`src/rtl/development_action_pkg.sv`:
```
// Shared definitions for the development action sequencer: action/emotion bit indices,
// sequencer state encoding and the per-stage action permission mask.
package development_action_pkg;

  typedef enum int unsigned {
    ActSleep   = 0,
    ActEat     = 1,
    ActCry     = 2,
    ActPlay    = 3,
    ActExplore = 4,
    ActSpeak   = 5,
    ActLearn   = 6,
    ActRest    = 7
  } act_idx_e;

  localparam logic [7:0] ACT_REST = 8'h80;

  typedef enum int unsigned {
    EmoTired      = 0,
    EmoHungry     = 1,
    EmoDistressed = 2,
    EmoHappy      = 3,
    EmoCurious    = 4,
    EmoSocial     = 5,
    EmoFocused    = 6,
    EmoReserved   = 7
  } emo_idx_e;

  typedef enum logic [1:0] {
    StIdle,
    StActive,
    StCooldown
  } state_e;

  // Actions a given development stage is allowed to perform, bits [6:0].
  function automatic logic [6:0] stage_mask(input logic [1:0] stage);
    logic [6:0] mask;
    mask = 7'b0000111;
    unique case (stage)
      2'd0:    mask = 7'b0000111;
      2'd1:    mask = 7'b0001111;
      2'd2:    mask = 7'b0111111;
      default: mask = 7'b1111111;
    endcase
    return mask;
  endfunction

endpackage

```
`src/rtl/development_action_arbiter.sv`:
```
// One-hot arbiter over the seven action requests. Fixed priority (lowest index wins) by default;
// define ACTION_RR_EN for a round-robin search starting after the last granted index.
module action_arbiter
  import development_action_pkg::*;
(
`ifdef ACTION_RR_EN
  input  logic       i_clk,
  input  logic       i_rst,
  input  logic       i_grant_en,
`endif
  input  logic [6:0] i_req,
  output logic [6:0] o_grant
);

`ifdef ACTION_RR_EN
  logic [2:0] r_ptr;
  logic [2:0] w_idx;
  logic [2:0] w_pos;
  logic       w_found;

  // Search pointer+1 .. pointer+7 modulo 7, so index 6 wraps back to 0.
  always_comb begin
    o_grant = '0;
    w_idx   = r_ptr;
    w_pos   = '0;
    w_found = 1'b0;
    for (int k = 1; k <= 7; k++) begin
      w_pos = 3'((32'(r_ptr) + 32'(k)) % 32'd7);
      if (!w_found && i_req[w_pos]) begin
        o_grant[w_pos] = 1'b1;
        w_idx          = w_pos;
        w_found        = 1'b1;
      end
    end
  end

  always_ff @(posedge i_clk or posedge i_rst) begin
    if (i_rst) begin
      r_ptr <= 3'd6;
    end else if (i_grant_en) begin
      r_ptr <= w_idx;
    end
  end
`else
  // Isolate the lowest set request bit.
  always_comb begin
    o_grant = i_req & (~i_req + 7'd1);
  end
`endif

endmodule

```
`src/rtl/development_action_sequencer.sv`:
```
// Turns emotional drive flags into a timed one-hot action with a stage-scaled duration and a
// fixed REST cooldown. Optional macro ACTION_RR_EN selects a round-robin arbiter.
module development_action_sequencer
  import development_action_pkg::*;
#(
  parameter int unsigned DUR_BASE = 8,
  parameter int unsigned COOLDOWN = 4,
  parameter int unsigned CNT_W    = 8
) (
  input  logic        clk,
  input  logic        rst,
  input  logic [1:0]  development_stage,
  input  logic [7:0]  emotional_state,
  input  logic [15:0] stimuli,
  output logic [7:0]  action,
  output logic        action_done,
  output logic        action_abort,
  output logic        busy
);

  state_e             r_state;
  state_e             w_state_d;
  logic [7:0]         r_action;
  logic [7:0]         w_action_d;
  logic [CNT_W-1:0]   r_cnt;
  logic [CNT_W-1:0]   w_cnt_d;
  logic               r_done;
  logic               w_done_d;
  logic               r_abort;
  logic               w_abort_d;

  logic [6:0]         w_mask;
  logic [6:0]         w_req;
  logic [6:0]         w_grant;
  logic               w_req_any;
  logic               w_abort_cond;
  logic               w_cnt_zero;
  logic [CNT_W-1:0]   w_dur_load;
  logic [CNT_W-1:0]   w_cd_load;
  logic               w_unused;

  assign w_mask    = stage_mask(development_stage);
  assign w_req     = emotional_state[EmoFocused:EmoTired] & w_mask;
  assign w_req_any = |w_req;
  assign w_unused  = ^{emotional_state[EmoReserved], stimuli[7:0]};

  assign w_cnt_zero = (r_cnt == '0);
  assign w_dur_load = CNT_W'(DUR_BASE * (32'(development_stage) + 32'd1) - 32'd1);
  assign w_cd_load  = CNT_W'(COOLDOWN - 32'd1);

  // CRY is immune to disturbances; a stage drop that revokes the running action always aborts.
  assign w_abort_cond = ((|stimuli[15:8]) && !r_action[ActCry]) ||
                        ((r_action[ActLearn:ActSleep] & w_mask) == '0);

`ifdef ACTION_RR_EN
  logic w_grant_en;
  assign w_grant_en = (r_state == StIdle) && w_req_any;
`endif

  action_arbiter u_arbiter (
`ifdef ACTION_RR_EN
    .i_clk      (clk),
    .i_rst      (rst),
    .i_grant_en (w_grant_en),
`endif
    .i_req      (w_req),
    .o_grant    (w_grant)
  );

  always_ff @(posedge clk or posedge rst) begin
    if (rst) begin
      r_state  <= StIdle;
      r_action <= ACT_REST;
      r_cnt    <= '0;
      r_done   <= 1'b0;
      r_abort  <= 1'b0;
    end else begin
      r_state  <= w_state_d;
      r_action <= w_action_d;
      r_cnt    <= w_cnt_d;
      r_done   <= w_done_d;
      r_abort  <= w_abort_d;
    end
  end

  always_comb begin
    w_state_d = r_state;
    unique case (r_state)
      StIdle: begin
        if (w_req_any) begin
          w_state_d = StActive;
        end
      end
      StActive: begin
        if (w_abort_cond || w_cnt_zero) begin
          w_state_d = StCooldown;
        end
      end
      StCooldown: begin
        if (w_cnt_zero) begin
          w_state_d = StIdle;
        end
      end
      default: w_state_d = StIdle;
    endcase
  end

  // Abort is tested before the final-cycle done so the two pulses never coincide.
  always_comb begin
    w_action_d = r_action;
    w_cnt_d    = r_cnt;
    w_done_d   = 1'b0;
    w_abort_d  = 1'b0;
    unique case (r_state)
      StIdle: begin
        w_action_d = ACT_REST;
        if (w_req_any) begin
          w_action_d = {1'b0, w_grant};
          w_cnt_d    = w_dur_load;
        end
      end
      StActive: begin
        if (w_abort_cond) begin
          w_action_d = ACT_REST;
          w_abort_d  = 1'b1;
          w_cnt_d    = w_cd_load;
        end else if (w_cnt_zero) begin
          w_action_d = ACT_REST;
          w_done_d   = 1'b1;
          w_cnt_d    = w_cd_load;
        end else begin
          w_cnt_d = r_cnt - CNT_W'(1);
        end
      end
      StCooldown: begin
        w_action_d = ACT_REST;
        if (!w_cnt_zero) begin
          w_cnt_d = r_cnt - CNT_W'(1);
        end
      end
      default: begin
        w_action_d = ACT_REST;
        w_cnt_d    = '0;
      end
    endcase
  end

  always_comb begin
    action       = r_action;
    action_done  = r_done;
    action_abort = r_abort;
    busy         = (r_state != StIdle);
  end

endmodule
```
`config.mk`:
```
export PLATFORM = sky130hd
export DESIGN_NAME = development_action_sequencer
export DESIGN_NICKNAME = d
export VERILOG_FILES = /design/src/rtl/development_action_pkg.sv /design/src/rtl/development_action_arbiter.sv /design/src/rtl/development_action_sequencer.sv
export SDC_FILE = /design/constraint.sdc
export NUM_CORES = 1
export LEC_CHECK = 0
export BUFFER_PORTS_ARGS = -buffer_cell sky130_fd_sc_hd__buf_2
export CAP_MARGIN = 15
export CELL_PAD_IN_SITES_DETAIL_PLACEMENT = 0
export CELL_PAD_IN_SITES_GLOBAL_PLACEMENT = 2
export CORE_ASPECT_RATIO = 0.6
export CORE_MARGIN = 1.5
export CORE_UTILIZATION = 27
export CTS_CLUSTER_SIZE = 24
export DETAILED_ROUTE_END_ITERATION = 10
export PLACE_DENSITY = 0.81
export SYNTH_ARGS = -nofsm -noshare
export SYNTH_HDL_FRONTEND = slang
export SYNTH_SLANG_ARGS = --single-unit
```
`constraint.sdc`:
```
create_clock -name clk -period 1.8 [get_ports clk]
set_input_delay 0.54 -clock clk [delete_from_list [all_inputs] [get_ports clk]]
set_output_delay 0.54 -clock clk [all_outputs]
set_load 0.01 [all_outputs]
```
# Word level (Yosys, flattened, before mapping)
# Cells that the tools add are included.
# Widths: inputs -> output; s select.
# classes
n_addsub	4
mul	0
n_div	0
n_lt_le_gt_ge	0
eq_ne	9
shifts	0
n_mux	19
n_bitwise	4
n_reduce_logical	13
# op_table
operator	n
$mux 8	7
$pmux 8 s3	1
$and 7x7->7	3
$pmux 7 s3	1
$pmux 8 s2	1
$logic_not 8->1	1
$ne 2x2->1 const B	4
$reduce_or 8->1	1
$sub 8x1->8 const B	1
$add 7x1->7 const B	1
$logic_not 7->1	1
$not 7->7	1
$reduce_or 7->1	1
$sub 6x1->7 const B	1
$mux 2	3
$pmux 2 s3	1
$mux 1	5
$eq 2x1->1 const B	2
$eq 2x2->1 const B	2
$logic_not 2->1	2
$add 2x1->3 const B	1
$ne 3x3->1 const B	1
$reduce_and 3->1	1
$logic_or 1x1->1	2
4 further kinds	4
# totals
regBits	20
latchBits	0
mem_bits_rw	0
mem_bits_ro	0
inputBits	28
elab_cells	54
n_memories	0

# Logic depth before layout (Yosys ltp)
# logic_depth
word_depth	8
mapped_depth	8
mapped_depth_nobuf	7

# Hierarchy
# From an unflattened synthesis, not the netlist that was laid out.
# hier_totals
hier_cells	153
area_unflattened_um2	1433.9
# by_module_without_submodules
mod	instances	cells_each	area_per_inst_um2
development_action_sequencer	1	144	1360.1
action_arbiter	1	9	73.8

# Least setup slack after synthesis
# OpenSTA, ideal clock, no wires.
# synth_timing
kind	input port to flip-flop
startpoint	input development_stage[0]
endpoint	register r_action[5] (netlist: action[5])
setup_time_ns	0.122
arrival_time_ns	1.830
path_slack_ns	-0.152
stages	7
path_buffers	1
path_cell_list	ha_1 > buf_2 > a211oi_1 > nand4_2 > o21ai_2 > nor3_1 > a32o_1
# synth_between
elab_chain_cells	8
elab_cells_between_ends	16
cone_classes	add/sub: 1; eq/ne: 3; mux: 4; bitwise: 4; reduce/logical: 4
# synth_lines
element	line_no	text
start: declaration	development_action_sequencer.sv:12	input logic [1:0] development_stage,
$eq 2x2->1, or another cell as far along	development_action_pkg.sv:39	unique case (stage)
$pmux 7 s3 *	development_action_pkg.sv:39	
$and 7x7->7	development_action_sequencer.sv:43	assign w_req = emotional_state[EmoFocused:EmoTired] & w_mask;
$not 7->7	development_action_arbiter.sv:47	o_grant = i_req & (~i_req + 7'd1);
$add 7x1->7	development_action_arbiter.sv:47	
$and 7x7->7	development_action_arbiter.sv:47	
$mux 8	development_action_sequencer.sv:117	if (w_req_any) begin
$pmux 8 s2	development_action_sequencer.sv:114	unique case (r_state)
end signal: assignment	development_action_sequencer.sv:79	r_action <= w_action_d;
end: declaration	development_action_sequencer.sv:23	logic [7:0] r_action;
# Mark *: on every way between the ends. The rest lies on a longest branch, timed or not.
# A chain may end at the register's enable or synchronous reset.

# Worst setup path in the final report
# Same ends and word-level chain as after synthesis.

==> flow_metrics.env <==
export IMPL_min_period_over_period_pct=101
export IMPL_cts_buffers=3
export IMPL_worstSetupStartpointType="primary input"
export IMPL_antenna_found_initial=0
export IMPL_ys_warnings_count=0
export IMPL_yosys_area_top_type_share_pct=35.6
export IMPL_rsz0062_at_grt="yes"
export IMPL_hpwl_microns=3160
export IMPL_drive_gt1_share_pct=56.7
export IMPL_fin_cells=278
export IMPL_synth_area_leaders="dfrtp_1 36%, ha_1 6.6%, o22ai_1 3.3%, nand2_1 3.1%, inv_1 2.8%"
export IMPL_r2r_setup_slack_ps=90
export IMPL_skew_ps=2.82
export IMPL_initial_core_util_pct=28.6
export IMPL_root_buffer="clkbuf_8"
export IMPL_pre_cts_slack_ps=-398
export IMPL_placed_area_sq_mm=0.00181
export IMPL_setup_viol=1
export IMPL_postSynthAreaPerCell_sq_um=9.46
export IMPL_yosys_area_top_type="dfrtp_1"
export IMPL_fin_area_sq_mm=0.00220
export IMPL_ctsLongestPathBuffers=2
export IMPL_drt_iter0_markers=73
export IMPL_drcViolationCount=0
export IMPL_routed_wirelength_microns=4240
export IMPL_synthTopCellsByCount="19 x dfrtp_1, 11 x nand2_1, 10 x inv_1"
export IMPL_cts_tree="built"
export IMPL_violations="negative setup slack"
export IMPL_synth_nets=176
export IMPL_power_leakage_nw=1.00
export IMPL_grt_pass1_vias=1346
export IMPL_ant_nets=0
export IMPL_rr_startpoint="r_cnt[3]"
export IMPL_core_region_area_sq_mm=0.00466
export IMPL_cts_htree_levels=1
export IMPL_end_kind="flop"
export IMPL_worstRegToRegCells=6
export IMPL_synth_seq_cells=20
export IMPL_wire_per_inst_microns=15.2
export IMPL_path_clk_slew_ps=80
export IMPL_finalMaxSlewViolations=0
export IMPL_fmax_ghz=0.552
export IMPL_nets=251
export IMPL_period_minus_slack_ps=1810
export IMPL_hold_class="primary input to async pin"
export IMPL_maxCapViolCount=0
export IMPL_drtPass1Iterations=4
export IMPL_cp_required_ps=1960
export IMPL_portBuffers=29
export IMPL_tightest_slew_ps=416
export IMPL_crit_arrival_ps=1970
export IMPL_synth_edff_count=0
export IMPL_grt_pass1_wl_microns=6590
export IMPL_io_pins=39
export IMPL_holdBufCountCts=0
export IMPL_gp_congestion=0.831
export IMPL_clk_latency_ps=260
export IMPL_yosysSeqAreaShare_pct=37.6
export IMPL_critical_path_class="primary input to flop"
export IMPL_hold_viol=0
export IMPL_numClockSinks=20
export IMPL_seqCellArea_sq_um=504
export IMPL_die_h_microns=57.4
export IMPL_worst_path_max_fanout=7
export IMPL_rows=19
export IMPL_n_antenna_cell=0
export IMPL_synth_main_ff_cell="dfrtp_1"
export IMPL_grt_overflow_total=0
export IMPL_startpoint="development_stage[0]"
export IMPL_netlist_area_sq_mm=0.00133
export IMPL_multi_input_area_sq_um=988
export IMPL_via_per_inst=5.08
export IMPL_grt_max_degree=21
export IMPL_crit_end="action[5]"
export IMPL_track_usage_pct=16.1
export IMPL_nFillCells=474
export IMPL_die_w_microns=93.7
export IMPL_ir_drop_mv=0.460
export IMPL_synth_most_common_cell="dfrtp_1"
export IMPL_layout_setup_ws_ps=-12.1
export IMPL_netlist_instances=141
export IMPL_r2r_end="action[0]"
export IMPL_power_w=0.00263
export IMPL_yosysUniqueCellTypes=49
export IMPL_vias=1412
export IMPL_status="finished with violations"
export IMPL_power_density_mw_per_mm2=1200
export IMPL_timing_hold_ws_ps=296
export IMPL_async_reset_ff_share_pct=100
export IMPL_syn_to_final_growth_pct=64.8
export IMPL_placedCellCount=262
export IMPL_die_area_sq_mm=0.00538
export IMPL_slew_headroom_pct=72.1
==> cells in the final DEF (no fill, tap or decap), types with 2 or more instances in the layout <==
| cell | n |
|---|---|
| a21oi_2 | 4 |
| a22o_1 | 3 |
| a31oi_1 | 2 |
| a32o_1 | 3 |
| buf_2 | 27 |
| buf_4 | 39 |
| buf_6 | 8 |
| clkbuf_8 | 3 |
| dfrtp_1 | 17 |
| dfrtp_2 | 2 |
| ha_1 | 4 |
| ha_4 | 2 |
| inv_1 | 6 |
| inv_2 | 4 |
| nand2_1 | 8 |
| nand2_2 | 4 |
| nand2b_1 | 2 |
| nand3_1 | 3 |
| nor2_1 | 8 |
| nor2b_1 | 4 |
| nor3_1 | 3 |
| nor3_2 | 2 |
| nor3_4 | 2 |
| nor4_2 | 2 |
| o211ai_1 | 3 |
| o21a_1 | 2 |
| o22ai_1 | 4 |
| o22ai_2 | 3 |
| xnor2_1 | 2 |
| xor2_1 | 3 |
==> repair_timing <==
action | in CTS | in global routing
hold endpoints to repair | 0 | 0
buffers inserted | 3 | 9
gates resized for setup | 9 | 43
cloned | 0 | 0
pin swaps | 4 | 15
setup endpoints to repair | 14 | 19
==> worst min path at each step <==
stage	slack (ps)	endpoint	startpoint	depth (start not counted)
2_1_floorplan	470	r_cnt[0]	r_cnt[0]	1
3_3_place_gp	500	action[5]	action[5]	1
3_5_place_dp	510	action[5]	action[5]	1
4_1_cts	310	action[2]	rst	3
5_1_grt	340	action_done	rst	3
6_report	300	action_done	rst	3
==> layer usage <==
| metal | wire [microns] | part of all wire (%) | global-route usage [%] |
|---|---|---|---|
| met1 | 2160 | 51 | 25.1 |
| met5 | 0 | 0 | 0 |
| met4 | 17 | 0.40 | 1.92 |
| met3 | 231 | 5.5 | 3.73 |
| met2 | 1830 | 43 | 22.9 |
==> per-stage QoR <==
stage	TNS, ps	utilization (%)
floorplan	0	-
global placement	-4970	38.9
detailed placement	-5790	38.9
CTS	-402	41.6
global route	-238	47.2
finish	-12.1	47.2
==> sequential cells by signal, summed over array words and instances, names as in the netlist <==
name	flops
action	8
r_cnt	8
action_abort	1
action_done	1
r_state	2
==> layout make-up <==
cell class	instances	share of cell area, %
Multi-Input combinational cell	107	45.0
Tap cell	63	3.59
Clock inverter	1	1.37
Inverter	10	1.71
Timing Repair Buffer	74	23.6
Clock buffer	3	1.88
Sequential cell	20	22.9
==> kinds of logic after synthesis <==
kind of cell,synth area share [%]
compound gates,26.7
simple gates,21.0
flops,37.6
buf+inv,4.78
fa+ha+maj,6.57
xor+xnor,3.28
==> power by group <==
group          total (W)  switching [W]  internal [W]
clock network   0.000460       0.000163      0.000297
logic            0.00141       0.000701      0.000708
registers       0.000765       0.000175      0.000590
==> worst max-delay path: stages <==
cell and delay [ps]:
buf_6 100, buf_6 110, ha_4 190, a211oi_4 310, nand4_4 230, o21ai_4 190, nor3_4 80, a32o_1 220
No activity file was read; power rests on OpenSTA's default activity.
